$ cat src/rtl/cache_refill_pkg.sv
// Shared types and default sizing for the cache refill controller.
// CACHE_REFILL_WRITEBACK_EN selects a write-back cache; leave it undefined for write-through.
package cache_refill_pkg;

  localparam int unsigned DEFNUMWAYS      = 4;
  localparam int unsigned DEFBEATSPERLINE = 4;
  localparam int unsigned LOGBEATS        = $clog2(DEFBEATSPERLINE);

  typedef enum logic [2:0] {
    IDLE      = 3'd0,
    EVICT     = 3'd1,
    WRITEBACK = 3'd2,
    FILL      = 3'd3,
    COMMIT    = 3'd4,
    DONE      = 3'd5
  } refillState_t;

endpackage

$ cat src/rtl/cache_refill_if.sv
// Pipeline, replacement-logic and bus signals shared by the refill controller.
// master is the controller side; slave is the pipeline/bus environment side.
interface cache_refill_if #(
  parameter int unsigned NUMWAYS      = cache_refill_pkg::DEFNUMWAYS,
  parameter int unsigned BEATSPERLINE = cache_refill_pkg::DEFBEATSPERLINE
);
  localparam int unsigned LogBeats = $clog2(BEATSPERLINE);

  logic                Miss;
  logic                FlushStage;
  logic [NUMWAYS-1:0]  VictimWay;
  logic                VictimDirty;
  logic                BusAck;
  logic                BusReq;
  logic                BusWrite;
  logic [LogBeats-1:0] BeatCount;
  logic [NUMWAYS-1:0]  FillWay;
  logic                LRUWriteEn;
  logic                ClearValid;
  logic                SetValid;
  logic                ClearDirty;
  logic                Stall;

  modport master (
    input  Miss, FlushStage, VictimWay, VictimDirty, BusAck,
    output BusReq, BusWrite, BeatCount, FillWay,
           LRUWriteEn, ClearValid, SetValid, ClearDirty, Stall
  );

  modport slave (
    output Miss, FlushStage, VictimWay, VictimDirty, BusAck,
    input  BusReq, BusWrite, BeatCount, FillWay,
           LRUWriteEn, ClearValid, SetValid, ClearDirty, Stall
  );
endinterface

$ cat src/rtl/cache_refill_ctrl_beat.sv
// Beat counter for line transfers: counts acknowledged beats and wraps to 0 after the last.
module cache_beat_counter #(
  parameter int unsigned BEATSPERLINE = cache_refill_pkg::DEFBEATSPERLINE,
  parameter int unsigned W            = cache_refill_pkg::LOGBEATS
) (
  input  logic         clk,
  input  logic         reset_n,
  input  logic         inc,
  input  logic         clr,
  output logic [W-1:0] count,
  output logic         lastBeat_c
);

  assign lastBeat_c = (count == W'(BEATSPERLINE - 1));

  always_ff @(posedge clk or negedge reset_n) begin
    if (!reset_n) begin
      count <= '0;
    end else if (clr) begin
      count <= '0;
    end else if (inc) begin
      count <= lastBeat_c ? '0 : count + W'(1);
    end
  end

endmodule

$ cat src/rtl/cache_refill_ctrl.sv
// Cache miss refill sequencer: evict victim, optional writeback, line fill, tag commit.
// CACHE_REFILL_WRITEBACK_EN enables the dirty-victim writeback path.
module cache_refill_ctrl #(
  parameter int unsigned NUMWAYS      = cache_refill_pkg::DEFNUMWAYS,
  parameter int unsigned BEATSPERLINE = cache_refill_pkg::DEFBEATSPERLINE
) (
  input  logic           clk,
  input  logic           reset_n,
  cache_refill_if.master bus
);
  import cache_refill_pkg::*;

  localparam int unsigned BeatW = $clog2(BEATSPERLINE);

  refillState_t       state, stateNext;
  logic [NUMWAYS-1:0] fillWayQ;
  logic [BeatW-1:0]   beatCount;
  logic               missAccept_c, beatAck_c, beatClr_c, lastBeat_c;
  logic               lruWriteEn_c, clearValid_c, setValid_c, clearDirty_c;
  logic               busReq_c, busWrite_c, stall_c;

  assign missAccept_c = (state == IDLE) && bus.Miss && !bus.FlushStage;
  assign beatAck_c    = bus.BusAck && ((state == WRITEBACK) || (state == FILL));
  assign beatClr_c    = (state == IDLE);

  cache_beat_counter #(
    .BEATSPERLINE(BEATSPERLINE),
    .W           (BeatW)
  ) uBeatCounter (
    .clk       (clk),
    .reset_n   (reset_n),
    .inc       (beatAck_c),
    .clr       (beatClr_c),
    .count     (beatCount),
    .lastBeat_c(lastBeat_c)
  );

  always_ff @(posedge clk or negedge reset_n) begin
    if (!reset_n) state <= IDLE;
    else          state <= stateNext;
  end

  // Victim way is captured only when a miss is accepted; later changes are ignored.
  always_ff @(posedge clk or negedge reset_n) begin
    if (!reset_n)          fillWayQ <= '0;
    else if (missAccept_c) fillWayQ <= bus.VictimWay;
  end

`ifdef CACHE_REFILL_WRITEBACK_EN
  logic dirtyQ;

  always_ff @(posedge clk or negedge reset_n) begin
    if (!reset_n)          dirtyQ <= 1'b0;
    else if (missAccept_c) dirtyQ <= bus.VictimDirty;
  end
`else
  logic unusedDirty;
  assign unusedDirty = bus.VictimDirty;
`endif

  always_comb begin
    stateNext    = state;
    lruWriteEn_c = 1'b0;
    clearValid_c = 1'b0;
    setValid_c   = 1'b0;
    clearDirty_c = 1'b0;
    busReq_c     = 1'b0;
    busWrite_c   = 1'b0;
    stall_c      = 1'b0;
    unique case (state)
      IDLE: begin
        // Stall follows Miss here; gated so it reads 0 throughout reset.
        stall_c = bus.Miss && reset_n;
        if (missAccept_c) stateNext = EVICT;
      end
      EVICT: begin
        stall_c = 1'b1;
        if (bus.FlushStage) begin
          stateNext = IDLE;
        end else begin
          lruWriteEn_c = 1'b1;
          clearValid_c = 1'b1;
`ifdef CACHE_REFILL_WRITEBACK_EN
          stateNext    = dirtyQ ? WRITEBACK : FILL;
`else
          stateNext    = FILL;
`endif
        end
      end
`ifdef CACHE_REFILL_WRITEBACK_EN
      WRITEBACK: begin
        stall_c    = 1'b1;
        busReq_c   = 1'b1;
        busWrite_c = 1'b1;
        if (beatAck_c && lastBeat_c) stateNext = FILL;
      end
`endif
      FILL: begin
        stall_c  = 1'b1;
        busReq_c = 1'b1;
        if (beatAck_c && lastBeat_c) stateNext = COMMIT;
      end
      COMMIT: begin
        stall_c    = 1'b1;
        setValid_c = 1'b1;
`ifdef CACHE_REFILL_WRITEBACK_EN
        clearDirty_c = 1'b1;
`endif
        stateNext  = DONE;
      end
      DONE:    stateNext = IDLE;
      default: stateNext = IDLE;
    endcase
  end

  assign bus.BusReq     = busReq_c;
  assign bus.BusWrite   = busWrite_c;
  assign bus.BeatCount  = beatCount;
  assign bus.FillWay    = fillWayQ;
  assign bus.LRUWriteEn = lruWriteEn_c;
  assign bus.ClearValid = clearValid_c;
  assign bus.SetValid   = setValid_c;
  assign bus.ClearDirty = clearDirty_c;
  assign bus.Stall      = stall_c;

endmodule

$ cat src/flat_wrapper.sv
// flat-port wrapper written by rule: the top's interface ports become plain ports
module cache_refill_ctrl_flat import cache_refill_pkg::*;
#(
  parameter int unsigned NUMWAYS      = cache_refill_pkg::DEFNUMWAYS,
  parameter int unsigned BEATSPERLINE = cache_refill_pkg::DEFBEATSPERLINE
)
  (clk, reset_n, bus_Miss, bus_FlushStage, bus_VictimWay, bus_VictimDirty, bus_BusAck, bus_BusReq, bus_BusWrite, bus_BeatCount, bus_FillWay, bus_LRUWriteEn, bus_ClearValid, bus_SetValid, bus_ClearDirty, bus_Stall);
  cache_refill_if #(.NUMWAYS(NUMWAYS), .BEATSPERLINE(BEATSPERLINE)) bus_i ();
  input  logic clk;
  input  logic reset_n;
  input wire logic [$bits(bus_i.Miss)-1:0] bus_Miss;
  input wire logic [$bits(bus_i.FlushStage)-1:0] bus_FlushStage;
  input wire logic [$bits(bus_i.VictimWay)-1:0] bus_VictimWay;
  input wire logic [$bits(bus_i.VictimDirty)-1:0] bus_VictimDirty;
  input wire logic [$bits(bus_i.BusAck)-1:0] bus_BusAck;
  output wire logic [$bits(bus_i.BusReq)-1:0] bus_BusReq;
  output wire logic [$bits(bus_i.BusWrite)-1:0] bus_BusWrite;
  output wire logic [$bits(bus_i.BeatCount)-1:0] bus_BeatCount;
  output wire logic [$bits(bus_i.FillWay)-1:0] bus_FillWay;
  output wire logic [$bits(bus_i.LRUWriteEn)-1:0] bus_LRUWriteEn;
  output wire logic [$bits(bus_i.ClearValid)-1:0] bus_ClearValid;
  output wire logic [$bits(bus_i.SetValid)-1:0] bus_SetValid;
  output wire logic [$bits(bus_i.ClearDirty)-1:0] bus_ClearDirty;
  output wire logic [$bits(bus_i.Stall)-1:0] bus_Stall;
  assign bus_i.Miss = bus_Miss;
  assign bus_i.FlushStage = bus_FlushStage;
  assign bus_i.VictimWay = bus_VictimWay;
  assign bus_i.VictimDirty = bus_VictimDirty;
  assign bus_i.BusAck = bus_BusAck;
  assign bus_BusReq = bus_i.BusReq;
  assign bus_BusWrite = bus_i.BusWrite;
  assign bus_BeatCount = bus_i.BeatCount;
  assign bus_FillWay = bus_i.FillWay;
  assign bus_LRUWriteEn = bus_i.LRUWriteEn;
  assign bus_ClearValid = bus_i.ClearValid;
  assign bus_SetValid = bus_i.SetValid;
  assign bus_ClearDirty = bus_i.ClearDirty;
  assign bus_Stall = bus_i.Stall;
  cache_refill_ctrl #(.NUMWAYS(NUMWAYS), .BEATSPERLINE(BEATSPERLINE)) u_core (.clk(clk), .reset_n(reset_n), .bus(bus_i));
endmodule
$ cat config.mk
export PLATFORM = sky130hd
export DESIGN_NAME = cache_refill_ctrl_flat
export DESIGN_NICKNAME = d
export VERILOG_FILES = /design/src/rtl/cache_refill_pkg.sv /design/src/rtl/cache_refill_if.sv /design/src/rtl/cache_refill_ctrl_beat.sv /design/src/rtl/cache_refill_ctrl.sv /design/src/flat_wrapper.sv
export SDC_FILE = /design/constraint.sdc
export NUM_CORES = 1
export LEC_CHECK = 0
export ABC_AREA = 1
export CORE_ASPECT_RATIO = 1.25
export CORE_MARGIN = 10
export CORE_UTILIZATION = 30
export CTS_CLUSTER_SIZE = 24
export DETAILED_ROUTE_END_ITERATION = 8
export PLACE_DENSITY = 0.71
export RECOVER_POWER = 100
export SLEW_MARGIN = 20
export SYNTH_ARGS = -nofsm -noshare
export SYNTH_HDL_FRONTEND = slang
export SYNTH_HIERARCHICAL = 1
export SYNTH_SLANG_ARGS = --single-unit
export TNS_END_PERCENT = 1
$ cat constraint.sdc
create_clock -name clk -period 1.6 [get_ports clk]
set_clock_uncertainty 0.2 [all_clocks]
set_input_delay 0.32 -clock clk [delete_from_list [all_inputs] [get_ports clk]]
set_output_delay 0.32 -clock clk [all_outputs]
set_load 0.02 [all_outputs]
---- Word-level counts from Yosys, hierarchy flattened ----
Index checks and enable logic that the tools add are counted.
W data, S select, Z words.
word-level totals
  flip-flop bits (word level) ............. 9
  output and inout port bits .............. 13
operators by class
  equal/unequal tests ..................... 7
  multiplexer cells ....................... 12
  reduce and logical (&&, ||, !) cells .... 11
  $add $sub $neg .......................... 1
operators by type and width
  kind                   number
  $pmux W3 S4            1
  $mux W2                4
  $eq A3 B2 Y1 const B   2
  $mux W3                2
  $logic_and A1 B1 Y1    5
  $mux W1                4
  $eq A3 B1 Y1 const B   1
  $eq A3 B3 Y1 const B   1
  $logic_not A3 Y1       1
  $reduce_or A3 Y1       1
  $add A2 B1 Y2 const B  1
  $eq A2 B2 Y1 const B   1
  $ne A2 B1 Y1 const B   1
  $ne A2 B2 Y1 const B   1
  $pmux W1 S2            1
  $reduce_and A2 Y1      1
  $reduce_bool A2 Y1     1
  $logic_not A1 Y1       1
  $logic_or A1 B1 Y1     1

---- Longest topological paths before layout ----
Gate-level depths: netlist (run 1).
  word-level depth ........................ 6
  mapped depth ............................ 6

---- Modules after synthesis ----
The synthesis (run 1) kept the hierarchy.
modules (own cells, without submodules)
  module              area each (um^2)  cells each  seq. area each (um^2)  times used
  cache_refill_ctrl   417.9             56          175.2                  1
  cache_beat_counter  101.3             12          50.0                   1

---- Worst setup path after synthesis (run 1) ----
No wires, ideal clock.
  kind .................................... reg2out
  start point ............................. register u_core.state[1]
  end point ............................... output port bus_LRUWriteEn
  path slack .............................. 128 ps
  path buffers ............................ 1
  arrival time ............................ 952 ps
  required time ........................... 1080 ps
  stages on the path, launching flop included .. 5
  cells stage by stage .................... dfrtp_1 > nor2_1 > nand2_1 > inv_1 > buf_4
between the ends
  word-level cells in the longest chain between the ends .. 2
RTL lines
  item                    RTL line                 source
  from (decl)             cache_refill_ctrl.sv:15  refillState_t state, stateNext;
  from (signal assigned)  cache_refill_ctrl.sv:40  else state <= stateNext;
  $eq A3 B1 Y1            --
  $mux W1                 --
  to (decl)               flat_wrapper.sv:20       output wire logic [$bits(bus_i.LRUWriteEn)-1:0] bus_LRUWriteEn;
No other way between the ends.

---- Final worst setup path (run 1) ----
  start point ............................. register u_core.state[1]
  end point ............................... output port bus_Stall
between the ends
  elaborated cells between the ends (all ways) .. 6
  those cells by class .................... eq/ne: 3; mux: 1; reduce/logical: 2
RTL lines
  item                  RTL line                 source
  $logic_not A3 Y1      --
  via u_core.beatClr_c  cache_refill_ctrl.sv:18  logic missAccept_c, beatAck_c, beatClr_c, lastBeat_c;
  $pmux W1 S2           cache_refill_ctrl.sv:70  unique case (state)
  to (decl)             flat_wrapper.sv:24       output wire logic [$bits(bus_i.Stall)-1:0] bus_Stall;
The timed path passes the listed nets, and every way through them passes these cells.

==> impl_metrics.json, run 1 <==
{
  "ant_nets": 0,
  "rows": 16,
  "arrival_ns": 1.20,
  "seqPwrFrac": 0.252,
  "area_delta_synth_final_pct": 60.00,
  "cts_sinks": 9,
  "core_region_area_sq_mm": 0.001602,
  "crit_fanout": 3,
  "syn_area_per_cell_sq_um": 7.636,
  "grt_pass1_wl_um": 2477,
  "cts_tree": "done",
  "period_needed_ns": 1.724,
  "route.vias.total": 525,
  "run_status": "complete, but fails checks",
  "grt_setup_unrepaired": "true",
  "h-tree-depth": 1,
  "crit_type": "reg2out",
  "die_w_um": 57.21,
  "root_buffer": "clkbuf_4",
  "timing.setup.tns_ns": -0.4624,
  "viasPerCell": 4.412,
  "maxCapViolations": 0,
  "power.density_mw_per_mm2": 1852,
  "drt_wl_total_um": 1453,
  "p_switching_w": 0.0006795,
  "end_kind": "output pin",
  "clockBufferDepth": 2,
  "slew_viol_final": 0,
  "peakVddDrop_mv": 0.7931,
  "syn_area_sq_um": 519.2,
  "hold_path.class": "reg2reg",
  "internal_power_w": 0.0008591,
  "yosys_warnings": 6,
  "antenna_found_initial": 0,
  "io_buffer_count": 19,
  "worst_ep_required_time_ns": 1.08,
  "start_kind": "register",
  "track_usage": 0.08129,
  "post_dp_cell_area_sq_um": 795.8,
  "tightest_slew_ns": 0.5023,
  "drive_gt1_frac": 0.2970,
  "violations": "negative setup slack",
  "finish.net_count": 113,
  "syn_inst": 68,
  "gp_congestion": 0.7503,
  "finalSetupViolations": 5,
  "hpwl_um": 1206,
  "dieArea_sq_mm": 0.003805,
  "drtPass1Iterations": 4,
  "drc": 0,
  "cts-buffers-inserted": 3,
  "max_freq_ghz": 0.5801,
  "hold_ws_ns": 0.2793,
  "grt_pass1_vias": 593,
  "mostFrequentLayoutCell": "nand2_1",
  "maxSlewHeadroom": 0.6651,
  "grt-ovfl-total": 0,
  "final_area_sq_um": 830.8,
  "leakagePower_nw": 0.4689,
  "drt-initial-drc-count": 4,
  "synth-seq-cells": 9,
  "synth_cell_type_count": 18,
  "clk_latency_ns": 0.26,
  "grt_max_degree": 10,
  "die_h_um": 66.52,
  "clkPwrFrac": 0.113,
  "final_cell_mix": "nand2_1, buf_4, dfrtp_1, clkdlybuf4s50_1, inv_1",
  "power.total_w": 0.001539,
  "switching_share": 0.4417,
  "post-route-period-util": 1.077,
  "antennaDiodeCount": 0,
  "hold_buffers": 0,
  "clk_pin_slew_ns": 0.06,
  "synth_seq_area_share": 0.4337,
  "combPwrFrac": 0.634,
  "finalHoldViolations": 0,
  "initial_core_util": 0.3242,
  "wl_per_cell_um": 12.21,
  "setup_ws_ns": -0.1237,
  "ios": 23
}
==> final timing paths <==
check / startpoint / end / slack, ns / cells after the start
min: u_core/bus.FillWay[3] / u_core/bus.FillWay[3] / 0.28 / 2
max in group asynchronous: reset_n / u_core/state[1] / 0.43 / 2
min reg2reg: u_core/bus.FillWay[3] / u_core/bus.FillWay[3] / 0.28 / 2
min in group asynchronous: reset_n / u_core/uBeatCounter/count[1] / 0.43 / 2
max: u_core/state[1] / bus_Stall / -0.12 / 6
max reg2reg: u_core/state[1] / u_core/bus.FillWay[0] / 0.21 / 7
==> through the flow <==
stage          instances  setup WS [ns]    util
2_1_floorplan         69         0.1282       -
3_3_place_gp         114        -0.5498  0.4969
3_5_place_dp         114        -0.5826  0.4969
4_1_cts              119        -0.1633  0.5164
5_1_grt              119        -0.2155  0.5188
6_report             119        -0.1237  0.5188
==> Yosys cell counts <==
library cell | number | area [sq um]
o21ai_0 | 2 | 10.01
nand3_2 | 1 | 10.01
ha_1 | 1 | 12.51
o21ai_1 | 1 | 5.000
nor2_4 | 1 | 11.26
nand2_1 | 24 | 90.09
nand2_4 | 1 | 11.26
conb_1 | 1 | 3.750
inv_4 | 1 | 6.260
nand3_1 | 4 | 20.02
a21oi_1 | 2 | 10.01
nor2_1 | 5 | 18.77
buf_4 | 3 | 22.52
nor2_2 | 2 | 12.51
inv_2 | 1 | 3.750
nor3_4 | 1 | 16.27
inv_1 | 8 | 30.03
dfrtp_1 | 9 | 225.2
==> power groups by stage <==
stage | clock network [W] | registers (W) | logic (W)
2_1_floorplan | 0 | 0.000463 | 0.000434
3_3_place_gp | 0 | 0.000387 | 0.000950
3_5_place_dp | 0 | 0.000394 | 0.000975
4_1_cts | 0.000186 | 0.000391 | 0.000987
5_1_grt | 0.000195 | 0.000404 | 0.00108
6_report | 0.000174 | 0.000388 | 0.000976
==> flip-flops by register name, summed over array words and instances, names as in the netlist <==
name / cells
u_core/bus.FillWay: 4
u_core/state: 3
u_core/uBeatCounter/count: 2
==> timing repair <==
item,in CTS,in global routing
gates resized for setup,36,2
buffers inserted,1,0
endpoints found under the hold margin,0,0
endpoints found under the setup margin,11,5
cloned,0,0
pin swaps,2,2
==> layout make-up <==
class | count | area, sq um
Multi-Input combinational cell | 47 | 252.7
Clock buffer | 4 | 26.28
Fill cell | 177 | 770.7
Timing Repair Buffer | 31 | 264.0
Inverter | 10 | 40.04
Sequential cell | 9 | 225.2
Tap cell | 18 | 22.52
==> critical path, stage by stage (launching register included) <==
cell     delay (ns)
dfrtp_1        0.42
nor2_4         0.16
nand2_4        0.07
inv_4          0.06
nand3_4        0.06
nand3_2        0.07
buf_6          0.11
==> routing by layer <==
| metal | GRT usage | share of wire | up-vias | routed length [um] |
|---|---|---|---|---|
| met4 | 0.05294 | 0.0089 | 0 | 13 |
| met2 | 0.1549 | 0.56 | 14 | 810 |
| met5 | 0 | 0 | - | 0 |
| met3 | 0.03036 | 0.078 | 2 | 113 |
| met1 | 0.06845 | 0.35 | 239 | 515 |
| li1 | - | - | 270 | - |
==> kinds of logic (layout without fill, tap and decap cells) <==
logic type               after synthesis  in the layout  share of synthesized area
buffers and inverters                 13             45                     0.1205
flip-flops                             9              9                     0.4337
AND/OR/NAND/NOR                       39             39                     0.3663
adder cells (fa/ha/maj)                1              1                    0.02409
other                                  1              2                   0.007222
AO/OA/AOI/OAI                          5              5                    0.04819
No activity file was read; power rests on OpenSTA's default activity.
==> inputs of run 2 (changes only) <==
--- a/config.mk
+++ b/config.mk
@@ -6,9 +6,12 @@
 export NUM_CORES = 1
 export LEC_CHECK = 0
 export ABC_AREA = 1
+export ABC_CLOCK_PERIOD_IN_PS = 1600
 export CORE_ASPECT_RATIO = 1.25
 export CORE_MARGIN = 10
 export CORE_UTILIZATION = 30
+export CTS_BUF_LIST = sky130_fd_sc_hd__clkbuf_4
+export CTS_CLUSTER_DIAMETER = 100
 export CTS_CLUSTER_SIZE = 24
 export DETAILED_ROUTE_END_ITERATION = 8
 export PLACE_DENSITY = 0.71
==> run 2 against run 1 <==
Effect of this change: the run still ends with negative setup slack left; total power is 1.1% higher; flip-flop and latch count stayed put; first-iteration DRC count is 25% higher; critical endpoint unchanged; largest power group unchanged.
==> impl_metrics.json, run 2 (synthesized netlist as in run 1, its figures left out) <==
{
  "run_status": "complete, but fails checks",
  "violations": "negative setup slack",
  "crit_chain": "nor2_4 > nand2_4 > inv_4 > nand3_4 > nand3_2 > buf_6",
  "root_buffer": "clkbuf_4",
  "end_kind": "output pin",
  "tightest_slew_ns": 0.5029,
  "hold_path.class": "reg2reg",
  "arrival_ns": 1.20,
  "grt_setup_unrepaired": "true",
  "maxSlewHeadroom": 0.6648,
  "drt_wl_total_um": 1452,
  "clk_latency_ns": 0.26,
  "drc": 0,
  "ant_nets": 0,
  "drt-initial-drc-count": 5,
  "worst_ep_required_time_ns": 1.08,
  "max_freq_ghz": 0.5801,
  "cts-buffers-inserted": 3,
  "grt-ovfl-total": 0,
  "h-tree-depth": 1,
  "die_w_um": 57.21,
  "crit_type": "reg2out",
  "dieArea_sq_mm": 0.003805,
  "clk_pin_slew_ns": 0.06,
  "post_dp_cell_area_sq_um": 795.8,
  "hpwl_um": 1206,
  "largest_reg_flops": 4,
  "viasPerCell": 4.403,
  "finalHoldViolations": 0,
  "rows": 16,
  "finalSetupViolations": 5,
  "initial_core_util": 0.3242,
  "io_buffer_count": 19,
  "antenna_found_initial": 0,
  "final_area_sq_um": 834.6,
  "track_usage": 0.08129,
  "place_ws_ns": -0.5826,
  "area_delta_synth_final_pct": 60.72,
  "route.vias.total": 524,
  "power.total_w": 0.001556,
  "gp_congestion": 0.7503,
  "max_stage_delay_ns": 0.42,
  "grt_pass1_wl_um": 2477,
  "hold_buffers": 0,
  "cts_tree": "done",
  "post-route-period-util": 1.077,
  "leakagePower_nw": 0.4724,
  "setup_ws_ns": -0.1240,
  "clockBufferDepth": 2,
  "slew_viol_final": 0,
  "cts_sinks": 9,
  "drtPass1Iterations": 4,
  "finish.net_count": 113,
  "maxCapViolations": 0,
  "core_region_area_sq_mm": 0.001602,
  "grt_pass1_vias": 593,
  "die_h_um": 66.52,
  "period_needed_ns": 1.724,
  "peakVddDrop_mv": 0.7955,
  "drive_gt1_frac": 0.3069,
  "grt_max_degree": 10,
  "power.density_mw_per_mm2": 1864,
  "mostFrequentLayoutCell": "nand2_1",
  "ios": 23,
  "worst_path_max_delay_cell": "dfrtp_1",
  "crit_fanout": 3,
  "antennaDiodeCount": 0,
  "start_kind": "register",
  "wl_per_cell_um": 12.20,
  "final_cell_mix": "nand2_1, buf_4, dfrtp_1, clkdlybuf4s50_1, inv_1"
}
-- run 2: cell counts in the layout (fill, tap and decap cells not counted) --
Identical to the previous run, type by type.
-- run 2: what timing repair did --
action                                  in CTS  in global routing
pin swaps                                    2                  2
gates resized for setup                     36                  2
endpoints found under the setup margin      11                  5
buffers inserted                             1                  0
-- run 2: area by class of cell --
class	count	area, sq um
clock buffer	4	30.03
inverter	10	40.04
fill	174	767.0
tap	18	22.52
multi-input combinational	47	252.7
timing repair buffer	31	264.0
sequential	9	225.2
-- run 2: power breakdown --
| group | total, W | internal [W] | switching (W) |
|---|---|---|---|
| clock network | 0.000191 | 0.000113 | 0.0000784 |
| registers | 0.000388 | 0.000320 | 0.0000685 |
| logic | 0.000976 | 0.000443 | 0.000533 |
| total | 0.00156 | 0.000876 | 0.000680 |
-- run 2: routing by layer --
| metal | share of wire | vias up | GRT usage |
|---|---|---|---|
| met1 | 0.36 | 236 | 0.06845 |
| met3 | 0.081 | 2 | 0.03036 |
| met5 | 0 | - | 0 |
| met2 | 0.55 | 16 | 0.1549 |
| met4 | 0.0090 | 0 | 0.05294 |
| li1 | - | 270 | - |
-- run 2: worst paths after layout --
| check | startpoint | endpoint | slack, ns | cells after the start |
|---|---|---|---|---|
| worst max-delay path | u_core/state[1] | bus_Stall | -0.12 | 6 |
| worst min-delay path | u_core/bus.FillWay[3] | u_core/bus.FillWay[3] | 0.28 | 2 |
| worst max register to register | u_core/state[1] | u_core/bus.FillWay[0] | 0.20 | 7 |
| worst min register to register | u_core/bus.FillWay[3] | u_core/bus.FillWay[3] | 0.28 | 2 |
| max in group asynchronous | reset_n | u_core/state[1] | 0.43 | 2 |
| min in group asynchronous | reset_n | u_core/uBeatCounter/count[1] | 0.43 | 2 |
-- run 2: worst max-delay path: cells and delay by family, from the launching register on --
family,cells,cell delay [ns]
buffers and inverters,2,0.17
AND/OR/NAND/NOR,4,0.36
flip-flops,1,0.42
-- run 2: metrics by stage --
| step | util | instances | hold WS [ns] | TNS [ns] |
|---|---|---|---|---|
| floorplan | - | 69 | -0.1756 | 0 |
| global placement | 0.4969 | 114 | 0.2649 | -2.075 |
| detailed placement | 0.4969 | 114 | 0.2646 | -2.174 |
| CTS | 0.5188 | 119 | 0.2100 | -0.5348 |
| global route | 0.5211 | 119 | 0.3324 | -0.9019 |
| finish | 0.5211 | 119 | 0.2793 | -0.4629 |
